[config.mk]
export PLATFORM = sky130hd
export DESIGN_NAME = mem_stage
export DESIGN_NICKNAME = d
export VERILOG_FILES = /design/src/rtl/cpu_pkg.sv /design/src/rtl/mw_pipe_reg.sv /design/src/rtl/mem_stage.sv
export SDC_FILE = /design/constraint.sdc
export NUM_CORES = 1
export LEC_CHECK = 0
export ABC_AREA = 0
export CORE_ASPECT_RATIO = 1.25
export CORE_MARGIN = 2
export CORE_UTILIZATION = 49
export CTS_CLUSTER_SIZE = 30
export DETAILED_ROUTE_END_ITERATION = 12
export PLACE_DENSITY_LB_ADDON = 0.15
export SYNTH_ARGS = -nofsm -noshare
export SYNTH_HDL_FRONTEND = slang
export SYNTH_SLANG_ARGS = --single-unit
[constraint.sdc]
create_clock -name clk -period 4.7 [get_ports clk]
set_clock_uncertainty 0.2 [all_clocks]
set_input_delay 0.94 -clock clk [delete_from_list [all_inputs] [get_ports clk]]
set_output_delay 0.94 -clock clk [all_outputs]
set_load 0.005 [all_outputs]
[src/rtl/cpu_pkg.sv]
// Shared types and widths for the 16-bit pipelined CPU.
package cpu_pkg;

    localparam int unsigned WORD_W = 16;
    localparam int unsigned REG_W  = 4;

    typedef enum logic [1:0] {
        MS_IDLE   = 2'd0,
        MS_WAIT   = 2'd1,
        MS_HALTED = 2'd2
    } mem_state_t;

    typedef struct packed {
        logic              valid;
        logic [WORD_W-1:0] instr;
        logic              reg_write;
        logic [REG_W-1:0]  reg_dest;
        logic [WORD_W-1:0] data;
        logic              halt;
    } mw_bus_t;

endpackage

[src/rtl/mw_pipe_reg.sv]
// M/W pipeline register. A bubble clears only the control bits; payload fields hold.
module mw_pipe_reg
    import cpu_pkg::*;
(
    input  logic    clk,
    input  logic    clear,
    input  logic    bubble,
    input  mw_bus_t d,
    output mw_bus_t q
);

    always_ff @(posedge clk) begin
        if (clear) begin
            q <= '0;
        end else if (bubble) begin
            q.valid     <= 1'b0;
            q.reg_write <= 1'b0;
            q.halt      <= 1'b0;
        end else begin
            q <= d;
        end
    end

endmodule

[src/rtl/mem_stage.sv]
// Memory stage: multi-cycle data-memory handshake, upstream stall, M/W register and sticky halt.
module mem_stage
    import cpu_pkg::*;
#(
    parameter int unsigned DW = WORD_W,
    parameter int unsigned RW = REG_W
) (
    input  logic          clk,
    input  logic          rst_n,
    input  logic          xm_valid,
    input  logic [DW-1:0] xm_instr,
    input  logic          xm_mem_read,
    input  logic          xm_mem_write,
    input  logic          xm_reg_write,
    input  logic [RW-1:0] xm_reg_dest,
    input  logic [DW-1:0] xm_alu_result,
    input  logic [DW-1:0] xm_store_data,
    input  logic          xm_halt,
    output logic          stall,
    output logic          dmem_req,
    output logic          dmem_we,
    output logic [DW-1:0] dmem_addr,
    output logic [DW-1:0] dmem_wdata,
    input  logic [DW-1:0] dmem_rdata,
    input  logic          dmem_ack,
    output logic          mw_valid,
    output logic [DW-1:0] mw_instr,
    output logic          mw_reg_write,
    output logic [RW-1:0] mw_reg_dest,
    output logic [DW-1:0] mw_data,
    output logic          mw_halt,
    output logic          hlt
);

    mem_state_t    stateQ, stateD;
    logic          reqWeQ;
    logic          isLoadQ;
    logic [DW-1:0] reqAddrQ;
    logic [DW-1:0] reqWdataQ;
    logic [DW-1:0] instrQ;
    logic          regWriteQ;
    logic [RW-1:0] regDestQ;
    logic          hltQ;

    logic          memOp;
    logic          latchReq;
    logic          stallRaw;
    logic          reqRaw;
    logic          weRaw;
    logic          mwBubble;
    mw_bus_t       mwD;
    mw_bus_t       mwQ;

    assign memOp = xm_valid & (xm_mem_read | xm_mem_write);

    always_comb begin
        stateD     = stateQ;
        latchReq   = 1'b0;
        stallRaw   = 1'b0;
        reqRaw     = 1'b0;
        weRaw      = 1'b0;
        dmem_addr  = reqAddrQ;
        dmem_wdata = reqWdataQ;
        mwBubble   = 1'b1;
        mwD        = '0;
        case (stateQ)
            MS_IDLE: begin
                if (memOp) begin
                    // First request cycle comes straight from X/M; later cycles replay the latch.
                    reqRaw     = 1'b1;
                    weRaw      = xm_mem_write;
                    dmem_addr  = xm_alu_result;
                    dmem_wdata = xm_store_data;
                    stallRaw   = 1'b1;
                    latchReq   = 1'b1;
                    stateD     = MS_WAIT;
                end else if (xm_valid) begin
                    mwBubble      = 1'b0;
                    mwD.valid     = 1'b1;
                    mwD.instr     = xm_instr;
                    mwD.reg_write = xm_reg_write;
                    mwD.reg_dest  = xm_reg_dest;
                    mwD.data      = xm_alu_result;
                    mwD.halt      = xm_halt;
                    if (xm_halt) begin
                        stateD = MS_HALTED;
                    end
                end
            end
            MS_WAIT: begin
                reqRaw = 1'b1;
                weRaw  = reqWeQ;
                if (dmem_ack) begin
                    mwBubble      = 1'b0;
                    mwD.valid     = 1'b1;
                    mwD.instr     = instrQ;
                    mwD.reg_write = regWriteQ;
                    mwD.reg_dest  = regDestQ;
                    mwD.data      = isLoadQ ? dmem_rdata : reqAddrQ;
                    stateD        = MS_IDLE;
                end else begin
                    stallRaw = 1'b1;
                end
            end
            MS_HALTED: begin
                stallRaw = 1'b1;
            end
            default: begin
                stateD = MS_IDLE;
            end
        endcase
    end

    always_ff @(posedge clk) begin
        if (!rst_n) begin
            stateQ    <= MS_IDLE;
            hltQ      <= 1'b0;
            reqWeQ    <= 1'b0;
            isLoadQ   <= 1'b0;
            reqAddrQ  <= '0;
            reqWdataQ <= '0;
            instrQ    <= '0;
            regWriteQ <= 1'b0;
            regDestQ  <= '0;
        end else begin
            stateQ <= stateD;
            if (stateD == MS_HALTED) begin
                hltQ <= 1'b1;
            end
            if (latchReq) begin
                reqWeQ    <= xm_mem_write;
                // Read together with write is a store.
                isLoadQ   <= xm_mem_read & ~xm_mem_write;
                reqAddrQ  <= xm_alu_result;
                reqWdataQ <= xm_store_data;
                instrQ    <= xm_instr;
                regWriteQ <= xm_reg_write;
                regDestQ  <= xm_reg_dest;
            end
        end
    end

    mw_pipe_reg u_mw_pipe_reg (
        .clk    (clk),
        .clear  (~rst_n),
        .bubble (mwBubble),
        .d      (mwD),
        .q      (mwQ)
    );

    assign stall        = stallRaw & rst_n;
    assign dmem_req     = reqRaw & rst_n;
    assign dmem_we      = weRaw & rst_n;
    assign mw_valid     = mwQ.valid;
    assign mw_instr     = mwQ.instr;
    assign mw_reg_write = mwQ.reg_write;
    assign mw_reg_dest  = mwQ.reg_dest;
    assign mw_data      = mwQ.data;
    assign mw_halt      = mwQ.halt;
    assign hlt          = hltQ;

endmodule

# --- After elaboration in Yosys (flattened, before gate mapping) ---
# Index checks and enable logic that the tools add are counted.
classes:
  n_eq_ne: 3
  n_mux: 24
  n_bitwise: 10
  reduce_logical: 3
op_table:
  columns: ["op", "n"]
  rows:
  - ["16-bit 2-to-1 mux", 5]
  - ["39-bit 2-to-1 mux", 2]
  - ["38-bit case mux with 2 select lines", 1]
  - ["38-bit 2-to-1 mux", 1]
  - ["2-bit 2-to-1 mux", 4]
  - ["1-bit 2-to-1 mux", 6]
  - ["1-bit case mux with 2 select lines", 3]
  - ["2-bit case mux with 3 select lines", 1]
  - ["1-bit AND", 5]
  - ["5-bit OR reduction", 1]
  - ["2-bit equality test (second input constant)", 2]
  - ["1-bit inverter", 4]
  - ["1-bit case mux with 3 select lines", 1]
  - ["2-bit by 1-bit equality test with 1-bit output (second input constant)", 1]
  - ["2-bit zero test", 1]
  - ["2-bit OR reduction", 1]
  - ["1-bit OR", 1]
word_totals:
  register_bits: 97
  inputBits: 76
  out_inout_bits: 75
  wordCells: 55

# --- Logic depth before layout (Yosys ltp) ---
# Gate-level depths: netlist of the first run.
logic_depth:
  word_depth: 5
  ltp_mapped: 6
  mapped_depth_nobuf: 3

# --- Hierarchy ---
# A second synthesis of the first run with hierarchy kept.
unflattened:
  cells_unflattened: 484
  area_unflattened_um2: 4670.7
by_module_without_submodules:
  columns: ["mod", "instances", "cells_per_inst", "area_per_inst_um2", "seq_area_each_um2"]
  rows:
  - ["mem_stage", 1, 361, 3280.6, 1161.1]
  - ["mw_pipe_reg", 1, 123, 1390.1, 780.7]

# --- Least setup slack after synthesis of the first run ---
# Ideal clock, no wire load.
synth_path:
  path_type: "input to output"
  startpoint: "input xm_mem_write"
  endpoint: "output dmem_req"
  t_arrival_ps: 1842
  required_time_ps: 3560
  setup_slack_ps: 1718
  path_stages: 6
  path_buffers: 3
  path_cell_list: "or2_2 -> clkbuf_1 -> buf_2 -> buf_2 -> a21oi_1 -> nor2_1"
synth_between:
  elab_chain_len: 5
synth_lines:
  columns: ["element", "line", "source"]
  rows:
  - ["start, declared", "mem_stage.sv:13", "input logic xm_mem_write,"]
  - ["1-bit OR", "mem_stage.sv:54", "assign memOp = xm_valid & (xm_mem_read | xm_mem_write);"]
  - ["1-bit AND", "mem_stage.sv:54", null]
  - ["1-bit 2-to-1 mux", "mem_stage.sv:68", "if (memOp) begin"]
  - ["1-bit case mux with 2 select lines", "mem_stage.sv:66", "case (stateQ)"]
  - ["1-bit AND", "mem_stage.sv:152", "assign dmem_req = reqRaw & rst_n;"]
  - ["end, declared", "mem_stage.sv:20", "output logic dmem_req,"]
# Every way passes these cells.

# --- Worst setup path after layout of the first run ---
layout_path:
  startpoint: "input xm_valid"
  endpoint: "output dmem_addr[8]"
layout_between:
  elab_chain_len: 3
layout_lines:
  columns: ["element", "line", "source"]
  rows:
  - ["start, declared", "mem_stage.sv:10", "input logic xm_valid,"]
  - ["1-bit AND", "mem_stage.sv:54", null]
  - ["16-bit 2-to-1 mux", "mem_stage.sv:68", null]
  - ["16-bit 2-to-1 mux", "mem_stage.sv:66", null]
  - ["end, declared", "mem_stage.sv:22", "output logic [DW-1:0] dmem_addr,"]
# Every way passes these cells.

==> results.md, run 1 <==
Run status:
- The run finished with clean final reports.

CTS:
- The clock reaches the later pin of the worst-skew pair after 0.37 ns.
- The cell at the root of the clock tree is clkbuf_8.
- The H-tree was split into 3 levels.
- TritonCTS built the clock tree.
- After clock tree synthesis, the flow added hold-fix buffers numbering 0.
- Counting the buffers created by CTS gives 9.
- The post-CTS resize count is 0.
- The clock sink count is 97.
- The buffer count from post-CTS setup fixing is 0.
- The CTS clock-pin slew for the worst setup and hold paths is 0.08 ns.
- The worst-case clock buffer depth is 2.

Place:
- The number of port buffers is 150.
- Detailed placement finished with a half-perimeter wire length of a little under 8 mm.
- The worst slack at placement is 0.436 ns.
- The weighted congestion at the end of routability-driven global placement is approximately 0.76.
- The total placed cells including tap cells is ~730.
- The post-place instance area is roughly 0.0058 mm².

STA:
- In the final timing run, aggregate negative setup slack is 0 ns.
- The total count of hold-check failures in the final report is 0.
- The final hold slack is 0.277 ns.
- The clock period minus worst slack is ~4.3 ns.
- In the finished design, the share of the clock period the worst path needs comes to 0.916.
- The maximum clock rate is 232 MHz.
- Measured against its own limit, the worst slew margin works out to 0.391.
- Setup repair after global routing left no endpoint under its margin.
- The slew at the pin with the worst max-slew slack is 0.914 ns.
- The minimum setup slack in the final design is between 0.3 and 0.4 ns.
- The setup-violating endpoint count in the final report is 0.
- The number of pins exceeding their max-slew limit in the final report came to 0.

Setup path:
- The delay of the slowest cell on the worst path is 0.54 ns.
- The endpoint kind of the worst setup timing path is an output port.
- The maximum fanout along the worst path is 57.
- STA classifies the critical path startpoint as an input pin.
- Traced cell by cell, the critical path runs through clkdlybuf4s50_1, or3b_2, buf_4, o21ai_0, nand2_1, clkdlybuf4s50_1.
- The most prevalent standard cell on the critical path is clkdlybuf4s50_1.
- By startpoint and endpoint, the worst setup path is classified as input pin to output port.
- The number of buffers and inverters on the critical path is 3.
- Data on the critical path arrives at its endpoint at about 3.2 ns.
- The cell with the biggest individual delay on the critical path is clkdlybuf4s50_1.
- Among cell families on the critical path, the largest total delay comes from buffers and inverters.
- The data required time at the worst endpoint is approximately 3.6 ns.

Drt:
- After the first detailed-routing iteration, the DRC count stood at between 300 and 400.
- The residual DRC count is 0.
- After detailed routing, the average wire length per cell comes to roughly 17 µm.
- Using the TritonRoute via totals, the vias-per-cell ratio works out to between 5 and 6.
- The total met2 wirelength after detailed routing is about 6.1 mm.
- Wire segments on met3 add up to 723 µm in the final route.
- The uppermost signal routing layer after detailed routing is met4.
- The detailed-routing iteration count for the pre-antenna-repair pass is 5.
- The post-detailed-routing wire length is about 12 mm.
- The routed layout has between 4,000 and 5,000 vias.
- The detailed-routing wirelength on met1 is ~5.4 mm.
- The remaining number of nets flagged by the antenna check after routing is 0.

Global route:
- The number of global-route vias before repair is just over 4,000.
- The number of antenna violations at the first check in global routing is 0.
- The global-route wire length before repair is between 15 and 20 mm.
- In the global route stage, overall resource usage came out at 0.253.
- The pin count of the biggest net entering global routing is 87.
- Global routing finished with a remaining overflow of 0.

Floorplan:
- The number of rows created at floorplan is 38.
- The initial standard-cell utilization of the core is 0.502.
- The die area is approximately 0.0096 mm².
- The die width is between 80 and 90 µm.
- The I/O pin count is 151.
- The die height is about 110 µm.
- The placeable core region is just under 0.009 mm².

Synth:
- Synthesis inferred 97 register bits.
- The average cell area after synthesis is about 8.7 µm².
- Of the total synthesized cell area, the portion taken by XOR and XNOR cells is 0.
- The largest family of logic cells by synthesized area is compound AO/OA/AOI/OAI gates.
- The net count after synthesis is roughly 580.
- The post-synthesis compound-gate area fraction came to 0.305.
- After synthesis, the netlist uses 36 different library cells.
- The post-synthesis instance area is between 0.004 and 0.005 mm².
- The number of warnings printed during yosys synthesis is 0.
- The sequential area share after synthesis is 0.447.
- Of the total synthesized cell area, the portion taken by full adders, half adders and majority gates is 0.
- The mux cell area share after synthesis is 0.0415.
- Synthesis produced 500 cells.
- Of the total synthesized cell area, the portion taken by AND, OR, NAND and NOR gates is 0.129.

Layout:
- Leaving out filler cells and counting taps, the final layout contains 741.
- In the final design database the tool counted slightly below 700 nets.
- The ratio of cells with drive above 1 in the final layout is 0.0821.
- The fill cell instance count of the final layout is between 700 and 800.
- The area of all placed cells without fillers is around 0.006 mm².
- 0 antenna diodes ended up in the layout.
- The layout overhead on the synthesized area is 37.9%.

Power:
- The part of the power in combinational logic is 0.210.
- The power density over cell area is just under 300 mW/mm².
- Of the total power, the share spent switching nets is 0.269.
- The analysis attributes to net switching a power of ~0.00048 W.
- The share of total power dissipated in sequential elements is 0.500.
- Cell internal power was estimated by the tool at roughly 0.0013 W.
- Across the VDD grid, the largest voltage drop is between 0.0002 and 0.00025 V.
- The share of total power dissipated in the clock network is 0.291.
- Summed over all cells, the static leakage comes to roughly 2.2 nW.

Run:
- The max-cap violation count is 0.

Hold path:
- The type of the most critical hold path is flop to flop.
==> cell usage after synthesis <==
cell       n  share of area
or3b_1     1         0.0020
o21ai_0   36          0.041
or2_2      1         0.0014
nor2b_1    1         0.0014
buf_4      6          0.010
a32o_1     3         0.0069
buf_6      8          0.021
a221o_1    5          0.012
o31ai_1    1         0.0017
a32oi_1   29          0.059
mux2_2    16          0.041
nor2_4     1         0.0026
and3b_1    1         0.0020
o21ai_1   19          0.022
dfxtp_1   97           0.45
nor3_1     2         0.0023
a21oi_1   87           0.10
a21oi_4    1         0.0037
nand2_1   39          0.034
clkbuf_1  19          0.016
nand3_1   53          0.061
a31oi_1    1         0.0014
o211ai_1  28          0.048
a22o_1     3         0.0061
nor2_2     1         0.0014
clkinv_1   1        0.00086
or4b_4     1         0.0032
nand3b_1   2         0.0035
clkbuf_2   2         0.0023
buf_2     22          0.025
nor2_1     3         0.0026
a211oi_2   1         0.0029
inv_1      1        0.00086
nand2b_1   1         0.0014
and3_1     5         0.0072
nor3b_1    2         0.0035
==> per-stage QoR <==
step | total power [W] | util
floorplan | 0.00109 | -
global placement | 0.00127 | 0.672
detailed placement | 0.00128 | 0.672
CTS | 0.00180 | 0.692
global route | 0.00186 | 0.692
finish | 0.00178 | 0.692
==> registers in the layout, indices dropped and copies added, names as in the netlist <==
register and flops:
u_mw_pipe_reg.q 39, instrQ 16, reqAddrQ 16, reqWdataQ 16, regDestQ 4, stateQ 2, hlt 1, isLoadQ 1
regWriteQ 1, reqWeQ 1
==> cell type report <==
type	count	area, µm²	share of cell area
clock buffers	11	131	0.0219
clock inverters	4	45.0	0.00752
inverters	2	7.51	0.00125
multi-input cells	344	2080	0.347
flip-flops and latches	97	1940	0.324
well taps	120	150	0.0251
repair buffers	163	1640	0.273
==> power by group through the flow <==
stage / clock, W / combinational, W / sequential, W
finish: 0.000517 / 0.000373 / 0.000890
global route: 0.000562 / 0.000407 / 0.000894
CTS: 0.000532 / 0.000374 / 0.000890
detailed placement: 0 / 0.000372 / 0.000909
global placement: 0 / 0.000366 / 0.000907
floorplan: 0 / 0.000193 / 0.000900
==> layer usage <==
| layer | vias up | track usage |
|---|---|---|
| met1 | 2096 | 0.330 |
| li1 | 2100 | - |
| met5 | - | 0 |
| met3 | 17 | 0.0371 |
| met4 | 0 | 0.0996 |
| met2 | 164 | 0.419 |
==> worst paths after layout <==
path	from	slack, ns	depth (start not counted)	endpoint
max	xm_valid	0.39	6	dmem_addr[8]
min	instrQ[14]$_SDFFE_PN0P_	0.28	2	instrQ[14]$_SDFFE_PN0P_
max reg2reg	stateQ[0]$_SDFF_PN0_	2.42	3	u_mw_pipe_reg.q[20]$_SDFFE_PN0N_
min reg2reg	instrQ[14]$_SDFFE_PN0P_	0.28	2	instrQ[14]$_SDFFE_PN0P_
==> placed cells by master (no fill, tap or decap), types with 3 or more instances in the layout <==
master,Yosys,routed
a32oi_1,29,29
clkinv_2,0,3
a221o_1,5,5
o211ai_1,28,28
and3_1,5,5
a32o_1,3,3
o21ai_1,19,19
o21ai_0,36,36
a22o_1,3,3
nand3_1,53,53
nand2_1,39,39
clkbuf_8,0,9
nor2_1,3,3
buf_12,0,3
mux2_2,16,16
dfxtp_1,97,97
a21oi_1,87,87
clkdlybuf4s50_1,0,150
buf_4,6,10
==> cells by family after synthesis <==
family / after synthesis
DFF: 97
AOI/OAI and AO/OA: 214
and+or+nand+nor: 114
muxes: 16
buffers and inverters: 59
==> tightest hold or removal path: cells and delay by family (launching register included) <==
| kind | cells | cell delay (ns) |
|---|---|---|
| compound gates | 2 | 0.12 |
| flops | 1 | 0.31 |
Power figures use the tool's default switching activity.
==> run 2, diff against run 1 <==
GPL_TIMING_DRIVEN = 0   (was unset)
==> results.md, run 2 (synthesized netlist as in run 1, its figures left out) <==
Setup path:
- STA classifies the critical path endpoint as an output port.
- The cell with the biggest individual delay on the critical path is clkdlybuf4s50_1.
- The reg-to-reg critical path endpoint is reqWdataQ[12]$_SDFFE_PN0P_.
- The data required time at the worst endpoint is 3.56 ns (about the same).
- STA classifies the critical path startpoint as an input pin.
- Walking the worst path, the cells encountered are clkdlybuf4s50_1, nor3b_1, buf_2, buf_4, buf_4, nand2_1, a21oi_1, clkdlybuf4s50_1.
- The number of cell instances on the worst register-to-register path was 6 (+3).
- The data arrival time at the worst-slack endpoint is 3.20 ns (+0.03 ns).
- The cell type group with the largest total delay on the critical path is buffers and inverters.
- The critical path in this run is classified as input pin to output port.
- The number of buffers and inverters on the critical path came to 5 (+2).
- The delay of the slowest cell on the worst path came to 0.55 ns (about the same).
- The startpoint of the most critical register-to-register path is stateQ[1]$_SDFF_PN0_.
- The maximum fanout along the worst path came to 10 (-82%).
- The register-to-register path setup slack came to 2.81 ns (+0.39 ns).

STA:
- The slew at the pin with the worst max-slew slack is 0.667 ns (-0.247 ns).
- The summed negative setup slack over all endpoints was 0 ns (unchanged).
- The clock period minus worst slack is 4.34 ns (+0.0309 ns).
- The minimum setup slack in the final design was 0.363 ns (-0.0309 ns).
- The number of pins exceeding their max-slew limit in the final report is 0 (unchanged).
- The setup-violating endpoint count in the final report is 0 (unchanged).
- The maximum clock rate was 231 MHz (-0.71%).
- The tightest slew margin relative to the limit is 0.556 (+0.165).
- The final hold slack is 0.277 ns (+0.000107 ns).
- Setup repair after global routing left no endpoint under its margin.
- The share of the clock period used by the worst path came to 0.923 (+0.00658).
- The total count of hold-check failures in the final report is 0 (unchanged).

Hold path:
- For hold timing, the worst endpoint is hlt$_SDFFE_PN0N_.
- The startpoint of the lowest-slack hold path is hlt$_SDFFE_PN0N_.
- The tightest min-delay check is of the flop to flop type.
- The depth of the worst hold-timing path is 2 (unchanged).

Layout:
- The layout overhead on the synthesized area is 43.7%.
- The number of nets in the layout is 736 (+6.2%).
- The most common library cell in the layout ignoring fill and taps is clkdlybuf4s50_1.
- The flip-flop count of the largest register, all copies and words added is 39 (unchanged).
- The top cell types in the final layout, fill and taps aside, are clkdlybuf4s50_1 (149), dfxtp_1 (97), a21oi_1 (87), nand3_1 (53), nand2_1 (39).
- The register name with the most flops is u_mw_pipe_reg.q.
- The area of all placed cells without fillers is 0.00624 mm² (+4.2%).
- The fill cell instance count of the final layout came to 716 (-3.1%).
- The ratio of cells with drive above 1 in the final layout is 0.113 (+0.0307).
- The count of antenna diodes in the layout is 0 (unchanged).
- The core occupancy in the finished layout was 0.721 (+0.0292).

Place:
- The number of port buffers came to 149 (-0.67%).
- The post-place instance area is 0.00598 mm² (+2.9%).
- The detailed placement HPWL is 10.3 mm (+29%).
- The worst slack at placement is 0.443 ns (+0.00686 ns).
- The weighted congestion at the end of routability-driven global placement was 0.887 (+16%).

Global route:
- The global-route wire length before repair was 21.5 mm (+11%).
- The met1 demand-to-capacity share in global routing is 0.360 (+0.0298).
- The overflow left after global routing is 0 (unchanged).
- The number of global-route vias before repair is 4,410 (+8.5%).
- The number of antenna violations at the first check in global routing is 0 (unchanged).
- In this run the most used layer during global routing was met2.
- The met2 usage came to 0.481 (+0.0612).
- The pin count of the biggest net entering global routing is 16 (-82%).
- The fraction of met3 tracks used by global routing is 0.0575 (+0.0204).
- The total track usage is 0.289 (+0.0359).

Power:
- The power density over cell area is 318 mW/mm² (+6.9%).
- The standby leakage power is 2.33 nW (+7.0%).
- The maximum vdd ir drop is 0.000233 V (+12%).

Floorplan:
- The I/O pin count is 151 (unchanged).
- The die width is 88.2 µm (unchanged).
- The initial standard-cell utilization of the core came to 0.502 (unchanged).
- The number of rows created at floorplan is 38 (unchanged).
- The die area is 0.00963 mm² (unchanged).
- The die height is 109 µm (unchanged).
- The placeable core region is 0.00865 mm² (unchanged).

Drt:
- The residual DRC count was 0 (unchanged).
- The average vias per placed instance is 5.92 (+0.20%).
- The detailed-routing iteration count for the pre-antenna-repair pass was 6 (+1).
- The post-detailed-routing wire length came to 14.1 mm (+13%).
- The detailed-route via count is 4,646 (+6.1%).
- The remaining number of nets flagged by the antenna check after routing is 0 (unchanged).
- The detail-routed net length per standard cell is 17.9 µm (+7.1%).
- The count of routing violations after the opening detailed-route iteration was 425 (+38%).

Run:
- The max-cap violation count came to 0 (unchanged).

CTS:
- The number of levels in the clock H-tree was 3 (unchanged).
- The clock sink count is 97 (unchanged).
- The cell at the root of the clock tree is clkbuf_8.
- The total of hold buffers inserted after clock tree synthesis is 0 (unchanged).
- The number of buffers added by the clock tree synthesis step is 9 (unchanged).
- The clock latency on the worst-skew pair is 0.37 ns (about the same).
- The CTS clock-pin slew for the worst setup and hold paths is 0.09 ns (about the same).
- TritonCTS built the clock tree.
- The buffer count from post-CTS setup fixing is 0 (unchanged).
- The post-CTS resize count is 0 (unchanged).
- The worst-case clock buffer depth was 2 (unchanged).

Run status:
- The run finished with clean final reports.
[run 2: cell types whose count changed in the layout (fill, tap and decap cells not counted), sizes merged]
| cell | delta |
|---|---|
| bufinv | +3 |
| clkdlybuf4s50 | -1 |
| clkbuf | +20 |
| buf | +23 |
| inv | -1 |
[run 2: layout make-up]
| type | instances | area, µm² | area share |
|---|---|---|---|
| Sequential cell | 97 | 1940 | 0.311 |
| Timing Repair Buffer | 149 | 1490 | 0.239 |
| Buffer | 57 | 327 | 0.0523 |
| Tap cell | 120 | 150 | 0.0241 |
| Clock inverter | 6 | 130 | 0.0209 |
| Clock buffer | 10 | 128 | 0.0204 |
| Multi-Input combinational cell | 344 | 2070 | 0.331 |
| Inverter | 2 | 7.51 | 0.00120 |
[run 2: layer usage]
metal / part of all wire / vias to the layer above / wire [µm]
met4: 0.031 / 0 / 437
met2: 0.49 / 229 / 6950
met5: 0 / - / 0
li1: - / 2197 / -
met3: 0.073 / 31 / 1030
met1: 0.40 / 2189 / 5660
[run 2: report_power, final]
part	switching (W)	internal (W)
logic	0.000199	0.000209
clock network	0.000286	0.000406
registers	0.0000198	0.000865
[run 2: worst reg2reg max path, delay by kind of cell (launching register included)]
kind / cells / cell delay [ns]
compound gates: 1 / 0.15
buf+inv: 3 / 0.73
flops: 1 / 0.39
simple gates: 2 / 0.35
[run 2: worst max-delay path by stage]
| stage | slack [ns] | depth (start not counted) | from | endpoint |
|---|---|---|---|---|
| 6_report | 0.36 | 8 | xm_valid | stall |
| 5_1_grt | 0.28 | 8 | xm_valid | stall |
| 3_5_place_dp | 0.44 | 8 | xm_valid | stall |
| 3_3_place_gp | 0.50 | 8 | xm_valid | stall |
| 2_1_floorplan | 1.72 | 6 | xm_mem_write | dmem_req |
| 4_1_cts | 0.38 | 8 | xm_valid | stall |
[run 2: through the flow]
step,std cells,power (W)
final,785,0.00198
after global routing,785,0.00206
after CTS,785,0.00199
after detailed placement,769,0.00131
after global placement,769,0.00130
after floorplan,500,0.00109
